[src/rtl/fir_pkg.sv]
// Shared constants and the round/saturate helper for the FIR output path.
// sat_round works at 64 bits so any IN_W < 64 / OUT_W < 64 pairing can reuse it.
package fir_pkg;

  localparam int BIT_PREC       = 16;
  localparam int OUT_SIZE       = 34;

  localparam int REQ_OUT_W      = BIT_PREC;
  localparam int REQ_FRAC_SHIFT = BIT_PREC - 1;
  localparam int REQ_DECIM      = 4;
  localparam int CNT_W          = 16;

  typedef struct packed {
    logic               sat;
    logic signed [63:0] value;
  } round_t;

  // Round half up, arithmetic shift right, then clamp to a signed out_w range.
  function automatic round_t sat_round(input logic signed [63:0] x,
                                       input int                 frac_shift,
                                       input int                 out_w);
    logic signed [63:0] t;
    logic signed [63:0] s;
    logic signed [63:0] hi;
    logic signed [63:0] lo;
    round_t             r;
    t       = x + (64'sd1 <<< (frac_shift - 1));
    s       = t >>> frac_shift;
    hi      = (64'sd1 <<< (out_w - 1)) - 64'sd1;
    lo      = -(64'sd1 <<< (out_w - 1));
    r.sat   = 1'b0;
    r.value = s;
    if (s > hi) begin
      r.sat   = 1'b1;
      r.value = hi;
    end else if (s < lo) begin
      r.sat   = 1'b1;
      r.value = lo;
    end
    return r;
  endfunction

endpackage

[src/rtl/fir_skid_fifo2.sv]
// Two-entry valid/ready elastic buffer. Never stalls the writer: a push that
// cannot be stored is reported on drop and discarded.
module fir_skid_fifo2 #(
  parameter int W = 16
) (
  input  logic         clk,
  input  logic         rst_n,
  input  logic         push,
  input  logic [W-1:0] push_data,
  output logic         drop,
  output logic         out_valid,
  input  logic         out_ready,
  output logic [W-1:0] out_data
);

  logic [W-1:0] mem [2];
  logic         wr_ptr;
  logic         rd_ptr;
  logic [1:0]   count;
  logic         pop;
  logic         accept;

  assign out_valid = (count != 2'd0);
  assign pop       = out_valid && out_ready;
  // A full buffer still takes a push when the head leaves in the same cycle.
  assign accept    = push && ((count != 2'd2) || pop);
  assign drop      = push && (count == 2'd2) && !pop;
  assign out_data  = out_valid ? mem[rd_ptr] : '0;

  // NOTE: registered state uses non-blocking assignments only.
  always_ff @(posedge clk) begin
    if (!rst_n) begin
      wr_ptr <= 1'b0;
      rd_ptr <= 1'b0;
      count  <= 2'd0;
    end else begin
      if (accept) wr_ptr <= ~wr_ptr;
      if (pop)    rd_ptr <= ~rd_ptr;
      case ({accept, pop})
        2'b10:   count <= count + 2'd1;
        2'b01:   count <= count - 2'd1;
        default: count <= count;
      endcase
    end
  end

  // NOTE: storage is not reset; count gates out_data so stale words never show.
  always_ff @(posedge clk) begin
    if (accept) mem[wr_ptr] <= push_data;
  end

endmodule

[src/rtl/fir_out_requant.sv]
// FIR output stage: decimate, round/saturate to sample width, buffer two
// results for the FIFO and count drops and clipped samples.
module fir_out_requant #(
  parameter int IN_W       = fir_pkg::OUT_SIZE,
  parameter int OUT_W      = fir_pkg::REQ_OUT_W,
  parameter int FRAC_SHIFT = fir_pkg::REQ_FRAC_SHIFT,
  parameter int DECIM      = fir_pkg::REQ_DECIM,
  parameter int CNT_W      = fir_pkg::CNT_W
) (
  input  logic             clk,
  input  logic             rst_n,
  input  logic             in_valid,
  input  logic [IN_W-1:0]  in_data,
  output logic             out_valid,
  input  logic             out_ready,
  output logic [OUT_W-1:0] out_data,
  input  logic             stat_clr,
  output logic             ovf_sticky,
  output logic [CNT_W-1:0] drop_cnt,
  output logic [CNT_W-1:0] sat_cnt
);

  import fir_pkg::*;

  localparam int PH_W = (DECIM > 1) ? $clog2(DECIM) : 1;

  logic [PH_W-1:0]  phase;
  logic             keep;
  logic [63:0]      in_ext;
  round_t           rq;
  logic             unused_rq_hi;

  logic             stage_valid;
  logic             stage_sat;
  logic [OUT_W-1:0] stage_data;
  logic             drop;

  assign keep   = in_valid && (phase == '0);
  assign in_ext = 64'(signed'(in_data));
  assign rq     = sat_round(in_ext, FRAC_SHIFT, OUT_W);
  // Clamped value always fits OUT_W; the upper bits are sign copies.
  assign unused_rq_hi = ^rq.value[63:OUT_W];

  // Phase advances only on valid input, so gaps do not disturb decimation.
  always_ff @(posedge clk) begin
    if (!rst_n) begin
      phase <= '0;
    end else if (in_valid) begin
      phase <= (phase == PH_W'(DECIM - 1)) ? '0 : phase + 1'b1;
    end
  end

  always_ff @(posedge clk) begin
    if (!rst_n) begin
      stage_valid <= 1'b0;
      stage_sat   <= 1'b0;
      stage_data  <= '0;
    end else begin
      stage_valid <= keep;
      if (keep) begin
        stage_sat  <= rq.sat;
        stage_data <= rq.value[OUT_W-1:0];
      end
    end
  end

  fir_skid_fifo2 #(
    .W (OUT_W)
  ) u_buf (
    .clk       (clk),
    .rst_n     (rst_n),
    .push      (stage_valid),
    .push_data (stage_data),
    .drop      (drop),
    .out_valid (out_valid),
    .out_ready (out_ready),
    .out_data  (out_data)
  );

  // Clear wins over a same-cycle event; counters stick at all-ones.
  always_ff @(posedge clk) begin
    if (!rst_n) begin
      drop_cnt   <= '0;
      sat_cnt    <= '0;
      ovf_sticky <= 1'b0;
    end else if (stat_clr) begin
      drop_cnt   <= '0;
      sat_cnt    <= '0;
      ovf_sticky <= 1'b0;
    end else begin
      if (drop) ovf_sticky <= 1'b1;
      if (drop && (drop_cnt != '1)) drop_cnt <= drop_cnt + 1'b1;
      if (stage_valid && stage_sat && (sat_cnt != '1)) sat_cnt <= sat_cnt + 1'b1;
    end
  end

endmodule

[config.mk]
export PLATFORM = sky130hd
export DESIGN_NAME = fir_out_requant
export DESIGN_NICKNAME = d
export VERILOG_FILES = /design/src/rtl/fir_pkg.sv /design/src/rtl/fir_skid_fifo2.sv /design/src/rtl/fir_out_requant.sv
export SDC_FILE = /design/constraint.sdc
export NUM_CORES = 1
export LEC_CHECK = 0
export ABC_AREA = 1
export BUFFER_PORTS_ARGS = -buffer_cell sky130_fd_sc_hd__buf_2
export CAP_MARGIN = 15
export CORE_UTILIZATION = 52
export CTS_BUF_LIST = sky130_fd_sc_hd__clkbuf_2
export CTS_CLUSTER_DIAMETER = 100
export DETAILED_ROUTE_END_ITERATION = 10
export GPL_TIMING_DRIVEN = 0
export PLACE_DENSITY = 0.8
export SYNTH_ARGS = -nofsm -noshare
export SYNTH_HDL_FRONTEND = slang
export SYNTH_HIERARCHICAL = 1
export SYNTH_SLANG_ARGS = --single-unit
[constraint.sdc]
create_clock -name clk -period 1.95 [get_ports clk]
set_clock_uncertainty 0.05 [all_clocks]
set_input_delay 0.2925 -clock clk [delete_from_list [all_inputs] [get_ports clk]]
set_output_delay 0.2925 -clock clk [all_outputs]
set_load 0.01 [all_outputs]
==> results of run 1 <==
## cell usage in the layout (no fill, tap or decap), types with 3 or more instances in the layout
cell | netlist | final
nand2_1 | 119 | 109
buf_6 | 1 | 6
buf_4 | 1 | 7
dfxtp_1 | 58 | 52
nor2_1 | 50 | 44
xor2_1 | 9 | 9
nand3_1 | 26 | 25
a21oi_1 | 47 | 39
o21ai_1 | 3 | 4
and3_1 | 3 | 3
nor2_2 | 3 | 6
nand2_2 | 13 | 18
a21oi_2 | 11 | 17
o21ai_0 | 38 | 37
dfxtp_2 | 0 | 5
nand2_4 | 3 | 8
clkbuf_2 | 0 | 10
nor3_1 | 16 | 14
xnor2_1 | 7 | 7
nor2_4 | 5 | 8
nand4_1 | 5 | 5
a31oi_1 | 3 | 3
o21bai_1 | 3 | 3
ha_1 | 5 | 5
edfxtp_1 | 32 | 32
inv_1 | 66 | 66
buf_2 | 3 | 72
a21oi_4 | 1 | 3
clkbuf_1 | 4 | 4
## layer usage
layer	track usage (%)	vias up	wire length, microns
met4	6.69	0	155
met5	0	-	0
met2	37.0	118	4710
met3	4.27	16	502
li1	-	2003	-
met1	28.0	1765	4280
## kinds of logic (layout without fill, tap and decap cells)
logic type / after synthesis / after routing / synth area share, %
DFF: 90 / 90 / 47.7
adders and majority gates: 5 / 5 / 1.41
and+or+nand+nor: 252 / 252 / 26.1
AOI/OAI and AO/OA: 108 / 108 / 13.7
buffers and inverters: 80 / 181 / 7.82
xor gates and xnor gates: 16 / 16 / 3.15
## through the flow
stage / utilization, % / cell area [sq um]
6_report: 65.6 / 5420
5_1_grt: 65.6 / 5420
3_5_place_dp: 60.2 / 4970
2_1_floorplan: - / 4450
3_3_place_gp: 59.9 / 4950
4_1_cts: 63.0 / 5200
## power by group
part	switching, mW	internal [mW]	leakage (nW)
registers	0.0514	2.03	0.769
logic	0.291	0.206	1.40
clock network	0.621	0.436	0.0868
## repair_timing
item,4_1_cts,5_1_grt
cloned,0,2
hold endpoints to repair,1,0
pin swaps,1,10
setup buffers,3,4
hold buffers,1,0
resized for setup,18,42
setup endpoints to repair,16,44
## worst min path at each step
stage / slack [ns] / cells past startpoint / start / endpoint
3_3_place_gp: 0.38 / 0 / stage_data[14] / u_buf/mem[0][14]
6_report: 0.03 / 4 / in_data[18] / stage_data[3]
3_5_place_dp: 0.39 / 0 / stage_data[7] / u_buf/mem[1][7]
5_1_grt: 0.02 / 4 / out_ready / u_buf/count[0]
2_1_floorplan: 0.37 / 0 / stage_data[0] / u_buf/mem[0][0]
4_1_cts: 0.0008 / 4 / in_data[18] / stage_data[3]
## registers in the layout (all words and copies together), names as in the netlist, named ones only
signal / count
u_buf/wr_ptr: 1
u_buf/count: 2
stage_sat: 1
stage_data: 16
sat_cnt: 16
ovf_sticky: 1
drop_cnt: 16
stage_valid: 1
u_buf/rd_ptr: 1
u_buf/mem: 32
phase: 2
## layout make-up
class	count	area [sq um]	share of cell area (%)
clock buffer	10	50.0	0.924
clock inverter	6	88.8	1.64
inverter	69	267	4.92
buffer	10	108	1.99
multi-input combinational	381	2120	39.2
tap	105	131	2.43
sequential	90	2130	39.4
timing repair buffer	86	518	9.56
## worst register-to-register path: stages (launching register included)
cell and delay [ns]:
dfxtp_1 0.44, ha_1 0.25, nand3_1 0.09, nor2_1 0.11, nand3_1 0.12, nand2_4 0.15, nor2_2 0.06, nand2_1 0.13
nor2_2 0.07, nand3_1 0.07, nand2_1 0.05, nor2_1 0.10
==> reports/summary.txt, run 1 <==
CTS Buffer Depth: 2
Cells after DPL: 732
reg2reg start: sat_cnt[1]
top-area cell type share of the netlist area: 26.1%
Post-synth ARST share: 0%
synthesized cell area: 4450 sq um
RR Endpoint: sat_cnt[13]
cell family with most CP delay: flip-flops
Die ar.: 8920 sq um
hold_ws: 0.0319 ns
Place WS: -0.111 ns
wirelength, routed: 9.65 mm
Via density: 5.15
via count: 3902
final-report setup violation count: 0
CTS buffer count: 9
r2r worst-path depth: 11
# IOs: 89
global-route wire length before repair: 15.1 mm
worst path required time: 1.61 ns
Root Buffer: clkbuf_2
DPL Wire Length: 7.04 mm
FF+latch count, synth: 90
EDFF count, synth: 32
Tmin final: 1.86 ns
Final #Nets: 691
CP Capture Type: primary output
Leak Pwr: 2.25 nW
die width: 94.5 microns
outcome: complete, no violations
R2R setup slack: 0.18 ns
CP Depth: 5
Vert. Die Dim: 94.5 microns
crit start category: flip-flop
Starting Density: 53.8%
CP Max Fanout: 7
Avg Cell Area, Syn: 8.07 sq um
Synth-to-Final Area Change: 21.8%
CTS tree: yes
Final Hold Fails: 0
Worst Setup Path Type: flip-flop to primary output
row count: 33
Final WS setup: 0.0905 ns
number of global-route vias before repair: 3445
Slowest Stage Delay on Critical Path: 0.44 ns
layout cells sized above 1: 27.9%
CTS H-tree depth: 3
yosys warns: 6
# DRC: 0
port bufs: 74
WL/cell: 12.7 microns
# diodes: 0
setup TNS: 0 ns
max_slew headroom: 63.7%
MaxCap Viol Count: 0
ANT nets after route: 0
main area contributors after synthesis: dfxtp_1 26%, edfxtp_1 22%, nand2_1 10%
DR pass1 iterations: 5
Fillers: 673
Syn Inst Count: 551
Overall Global Routing Usage: 21.8%
global route total overflow: 0
Max VDD drop: 0.326 mV
PwrDens: 671 nW/um^2
Tot Pwr: 3.64 mW
Slew @ Worst Pin: 0.543 ns
Bufs and invs on worst path: 3
Crit-path slowest cell: dfxtp_4
initial antenna violation count: 0
Syn Nets: 595
CTS Sinks: 90
final slew viol count: 0
sequential fraction of the synthesis area: 47.7%
largest net degree at the start of global routing: 16
crit share post-route: 95.4%
WP data arrival: 1.52 ns
Core Area: 8260 sq um
Commonest cells post-synth: 119 x nand2_1, 66 x inv_1, 58 x dfxtp_1
Hold Path Class: primary input to flip-flop
fmax: 538 MHz
unrepaired setup endpoints after global routing: true
Final Wtd Congestion: 0.869
area leader, netlist: dfxtp_1
Clock transition at path regs: 0.23 ns
Unique masters post-synth: 39
initial DRC count: 179
Top FF cell, synth: dfxtp_1
capture point of the worst path: out_data[8]
most common cell in the synthesized netlist: nand2_1
worst-skew pair later-pin latency: 0.55 ns
critical-path cell list: inv_8 > clkbuf_16 > nand2_1 > a21oi_1 > buf_2
Final Non-Filler Cells: 757
No activity file was read; power rests on OpenSTA's default activity.
==> run 2, diff against run 1 <==
Settings changed: CORE_ASPECT_RATIO set to 0.6.
==> reports/summary.txt, run 2 (synthesis results as in run 1) <==
outcome: complete, no violations
initial antenna violation count: 0 (unchanged)
global-route wire length before repair: 16.0 mm (+6.0%)
layout cells sized above 1: 27.6% (-0.30 points)
unrepaired setup endpoints after global routing: true
Clock transition at path regs: 0.23 ns (about the same)
# IOs: 89 (unchanged)
DR pass1 iterations: 6 (+1)
Largest Register: u_buf/mem
ANT nets after route: 0 (unchanged)
Starting Density: 55.1% (+1.3 points)
worst path required time: 1.61 ns (about the same)
max_slew headroom: 59.1% (-4.6 points)
Die ar.: 8930 sq um (+0.14%)
WL/cell: 13.5 microns (+5.9%)
largest net degree at the start of global routing: 15 (-1)
Final #Nets: 698 (+1.0%)
Final Cell Area: 5410 sq um (-0.18%)
Slew @ Worst Pin: 0.613 ns (+0.0700 ns)
Leak Pwr: 2.25 nW (-0.38%)
Tot Pwr: 3.48 mW (-4.2%)
Vert. Die Dim: 73.6 microns (-22%)
fmax: 525 MHz (-2.3%)
CP Max Fanout: 6 (-1)
Final Hold Fails: 0 (unchanged)
most frequent cells in the layout: 110 x nand2_1, 74 x buf_2, 66 x inv_1, 55 x dfxtp_1, 43 x nor2_1
MaxCap Viol Count: 0 (unchanged)
initial DRC count: 416 (+130%)
instance area at placement: 4970 sq um (about the same)
Synth-to-Final Area Change: 21.6%
die width: 121 microns (+28%)
CTS buffer count: 9 (unchanged)
PwrDens: 644 nW/um^2 (-4.0%)
Cells after DPL: 735 (+0.41%)
CTS tree: yes
# diodes: 0 (unchanged)
crit share post-route: 97.6% (+2.2 points)
number of global-route vias before repair: 3542 (+2.8%)
worst-skew pair later-pin latency: 0.55 ns (about the same)
WP data arrival: 1.56 ns (+0.04 ns)
Overall Global Routing Usage: 23.3% (+1.6 points)
row count: 25 (-24%)
Max VDD drop: 0.260 mV (-20%)
port bufs: 74 (unchanged)
Final Non-Filler Cells: 767 (+1.3%)
crit start category: flip-flop
global route total overflow: 0 (unchanged)
Final Wtd Congestion: 0.856 (-1.5%)
Worst Setup Path Type: flip-flop to primary output
final slew viol count: 0 (unchanged)
CTS Buffer Depth: 2 (unchanged)
via count: 4052 (+3.8%)
Root Buffer: clkbuf_2
CP Capture Type: primary output
CTS Sinks: 90 (unchanged)
Via density: 5.28 (+2.5%)
CTS H-tree depth: 3 (unchanged)
DPL Wire Length: 7.50 mm (+6.6%)
final-report setup violation count: 0 (unchanged)
commonest non-fill, non-tap cell in the layout: nand2_1
Place WS: -0.123 ns (-0.0118 ns)
Tmin final: 1.90 ns (+0.0435 ns)
Final WS setup: 0.0470 ns (-0.0435 ns)
Core Area: 8070 sq um (-2.3%)
max reg flops: 32 (unchanged)
# DRC: 0 (unchanged)
Hold Path Class: primary input to flip-flop
wirelength, routed: 10.4 mm (+7.3%)
[run 2: cell count changes in the layout (fill, tap and decap cells not counted), moves of 3 or more]
| cell | previous run | this run |
|---|---|---|
| dfxtp_2 | 5 | 2 |
| dlygate4sd3_1 | 1 | 7 |
| dfxtp_1 | 52 | 55 |
| buf_4 | 7 | 10 |
| buf_6 | 6 | 3 |
[run 2: worst max-delay path: stages (launching register included)]
cell,delay [ns]
dfxtp_2,0.37
buf_8,0.14
inv_8,0.07
buf_8,0.13
nand2_4,0.05
a21oi_2,0.15
buf_2,0.15
[run 2: cell type report]
class                   instances  area, sq um
inverters                      69          267
flip-flops and latches         90         2130
repair buffers                 93          552
multi-input cells             381         2100
well taps                     108          135
plain buffers                  10          119
clock buffers                  11         55.1
clock inverters                 5         55.1
fillers                       643         2660
[run 2: timing repair]
| action | 4_1_cts | 5_1_grt |
|---|---|---|
| resized for setup | 18 | 39 |
| hold endpoints to repair | 7 | 3 |
| pin swaps | 0 | 8 |
| cloned | 1 | 1 |
| hold buffers | 6 | 1 |
| setup endpoints to repair | 27 | 42 |
| buffers inserted | 1 | 7 |
[run 2: stage by stage]
step	utilization, %	hold slack [ns]	TNS [ns]
2_1_floorplan	-	0.370	0
3_3_place_gp	61.3	0.380	-6.36
3_5_place_dp	61.5	0.389	-2.05
4_1_cts	64.5	0.0167	0
5_1_grt	67.0	0.00261	-0.356
6_report	67.0	0.0590	0
[run 2: layer usage]
| metal | track usage (%) | part of all wire, % | vias to the layer above |
|---|---|---|---|
| met4 | 8.09 | 1.3 | 0 |
| met2 | 36.0 | 45 | 161 |
| met1 | 32.3 | 47 | 1856 |
| met3 | 5.36 | 6.4 | 12 |
| li1 | - | - | 2023 |
| met5 | 0 | 0 | - |
[run 2: worst paths after layout]
| kind | start | slack [ns] | cells past startpoint | end |
|---|---|---|---|---|
| setup / recovery | flip-flop | 0.05 | 6 | out_data[2] |
| setup reg to reg | u_buf/count[0] | 0.12 | 6 | u_buf/mem[1][11] |
| hold reg to reg | u_buf/rd_ptr | 0.42 | 1 | flip-flop |
| hold / removal | in_data[23] | 0.06 | 4 | stage_data[8] |
[run 2: report_power, final]
group | internal [mW] | total, mW | switching [mW]
combinational | 0.209 | 0.513 | 0.303
sequential | 2.03 | 2.08 | 0.0535
clock | 0.303 | 0.890 | 0.586
total | 2.54 | 3.48 | 0.943
==> run 3, diff against run 2 <==
--- a/config.mk
+++ b/config.mk
@@ -16,2 +16,3 @@
 export GPL_TIMING_DRIVEN = 0
+export MAX_ROUTING_LAYER = met4
 export PLACE_DENSITY = 0.8
--- a/constraint.sdc
+++ b/constraint.sdc
@@ -4,2 +4,2 @@
 set_output_delay 0.2925 -clock clk [all_outputs]
-set_load 0.01 [all_outputs]
+set_load 0.05 [all_outputs]
==> reports/summary.txt, run 3 (synthesis results as in run 1) <==
outcome: finished with violations
failing checks: setup timing
CTS buffer count: 9 (unchanged)
area of the multi-input gates: 2220 sq um (+5.9%)
# diodes: 0 (unchanged)
Slew @ Worst Pin: 0.627 ns (+0.0141 ns)
WP data arrival: 1.65 ns (+0.09 ns)
Largest Register: u_buf/mem
Leak Pwr: 2.30 nW (+2.6%)
Crit-path slowest cell: dfxtp_2
Vert. Die Dim: 73.6 microns (unchanged)
setup TNS: -0.170 ns (-0.170 ns)
global route total overflow: 0 (unchanged)
register area: 2130 sq um (+0.24%)
instance area at placement: 4970 sq um (+0.10%)
Via density: 5.37 (+1.7%)
worst path required time: 1.61 ns (about the same)
worst-skew pair later-pin latency: 0.56 ns (about the same)
Die ar.: 8930 sq um (unchanged)
Worst Setup Path Type: flip-flop to primary output
Fillers: 630 (-2.0%)
crit share post-route: 102% (+4.3 points)
final-report setup violation count: 10 (+10)
Clock transition at path regs: 0.22 ns (about the same)
Core Area: 8070 sq um (unchanged)
max reg flops: 32 (unchanged)
Overall Global Routing Usage: 24.5% (+1.2 points)
max_slew headroom: 58.1% (-1.0 points)
most frequent cells in the layout: 95 x nand2_1, 65 x inv_1, 57 x buf_2, 51 x dfxtp_1, 45 x nor2_1
Max VDD drop: 0.344 mV (+32%)
Final WS setup: -0.0376 ns (-0.0846 ns)
WL/cell: 15.2 microns (+13%)
CP Capture Type: primary output
# DRC: 0 (unchanged)
global-route wire length before repair: 16.4 mm (+2.1%)
MaxCap Viol Count: 0 (unchanged)
ANT nets after route: 0 (unchanged)
layout cells sized above 1: 30.9% (+3.2 points)
number of global-route vias before repair: 3499 (-1.2%)
Place WS: -0.103 ns (+0.0204 ns)
largest net degree at the start of global routing: 15 (unchanged)
Synth-to-Final Area Change: 27.2%
Cells after DPL: 735 (unchanged)
Final Cell Area: 5660 sq um (+4.6%)
CTS Buffer Depth: 2 (unchanged)
Final #Nets: 697 (-0.14%)
commonest non-fill, non-tap cell in the layout: nand2_1
Hold Path Class: primary input to flip-flop
row count: 25 (unchanged)
initial antenna violation count: 0 (unchanged)
unrepaired setup endpoints after global routing: true
DPL Wire Length: 7.67 mm (+2.1%)
die width: 121 microns (unchanged)
CTS H-tree depth: 3 (unchanged)
CTS tree: yes
Final Wtd Congestion: 0.856 (about the same)
fmax: 503 MHz (-4.3%)
wirelength, routed: 11.6 mm (+13%)
# IOs: 89 (unchanged)
initial DRC count: 369 (-11%)
CP Max Fanout: 10 (+4)
Tmin final: 1.99 ns (+0.0846 ns)
Final Non-Filler Cells: 766 (-0.13%)
final slew viol count: 0 (unchanged)
Slowest Stage Delay on Critical Path: 0.37 ns (about the same)
via count: 4117 (+1.6%)
Tot Pwr: 3.82 mW (+9.5%)
Final Hold Fails: 0 (unchanged)
Starting Density: 55.1% (unchanged)
DR pass1 iterations: 5 (-1)
Root Buffer: clkbuf_2
crit start category: flip-flop
CTS Sinks: 90 (unchanged)
PwrDens: 675 nW/um^2 (+4.7%)
port bufs: 74 (unchanged)
critical-path cell list: buf_6 > nor2_4 > buf_8 > inv_1 > buf_2
==> run 3: final timing paths <==
path                        from              to  slack (ns)  cells after the start
hold / removal         out_ready  u_buf/count[0]       0.005                      4
hold reg to reg     u_buf/rd_ptr       flip-flop        0.42                      1
setup / recovery  u_buf/count[0]       out_valid       -0.04                      5
setup reg to reg        phase[0]   stage_data[9]        0.02                      7
==> run 3: cell type report <==
type,instances,share of cell area [%]
Buffer,10,1.97
Clock buffer,9,0.796
Clock inverter,7,1.48
Inverter,69,4.71
Multi-Input combinational cell,381,39.2
Sequential cell,90,37.7
Tap cell,108,2.39
Timing Repair Buffer,92,11.7
==> run 3: through the flow <==
stage                     hold slack [ns]  utilization, %
after floorplan                     0.370               -
after global placement              0.385            61.4
after detailed placement            0.391            61.6
after CTS                         0.00274            65.6
after global routing             -0.00394            70.1
final                             0.00455            70.1
==> run 3: power by group <==
part	internal, mW	switching (mW)
Clock	0.409	0.615
Combinational	0.257	0.437
Sequential	2.03	0.0677
Total	2.70	1.12
==> run 3: layer usage <==
layer	share of wire [%]	up-vias	global-route usage (%)
li1	-	2015	-
met3	7.3	17	4.58
met5	0	-	-
met2	47	187	37.9
met4	1.3	0	7.00
met1	45	1898	32.9
==> run 3: critical path, delay by kind of cell, from the launching register on <==
kind | cells | cell delay, ns
buf+inv | 4 | 0.60
flops | 1 | 0.37
simple gates | 1 | 0.13
==> run 3: what timing repair did <==
action,4_1_cts,5_1_grt
endpoints found under the hold margin,2,0
setup buffers,2,9
cloned,1,2
resized for setup,48,70
pin swaps,2,18
hold buffers,2,0
endpoints found under the setup margin,19,51
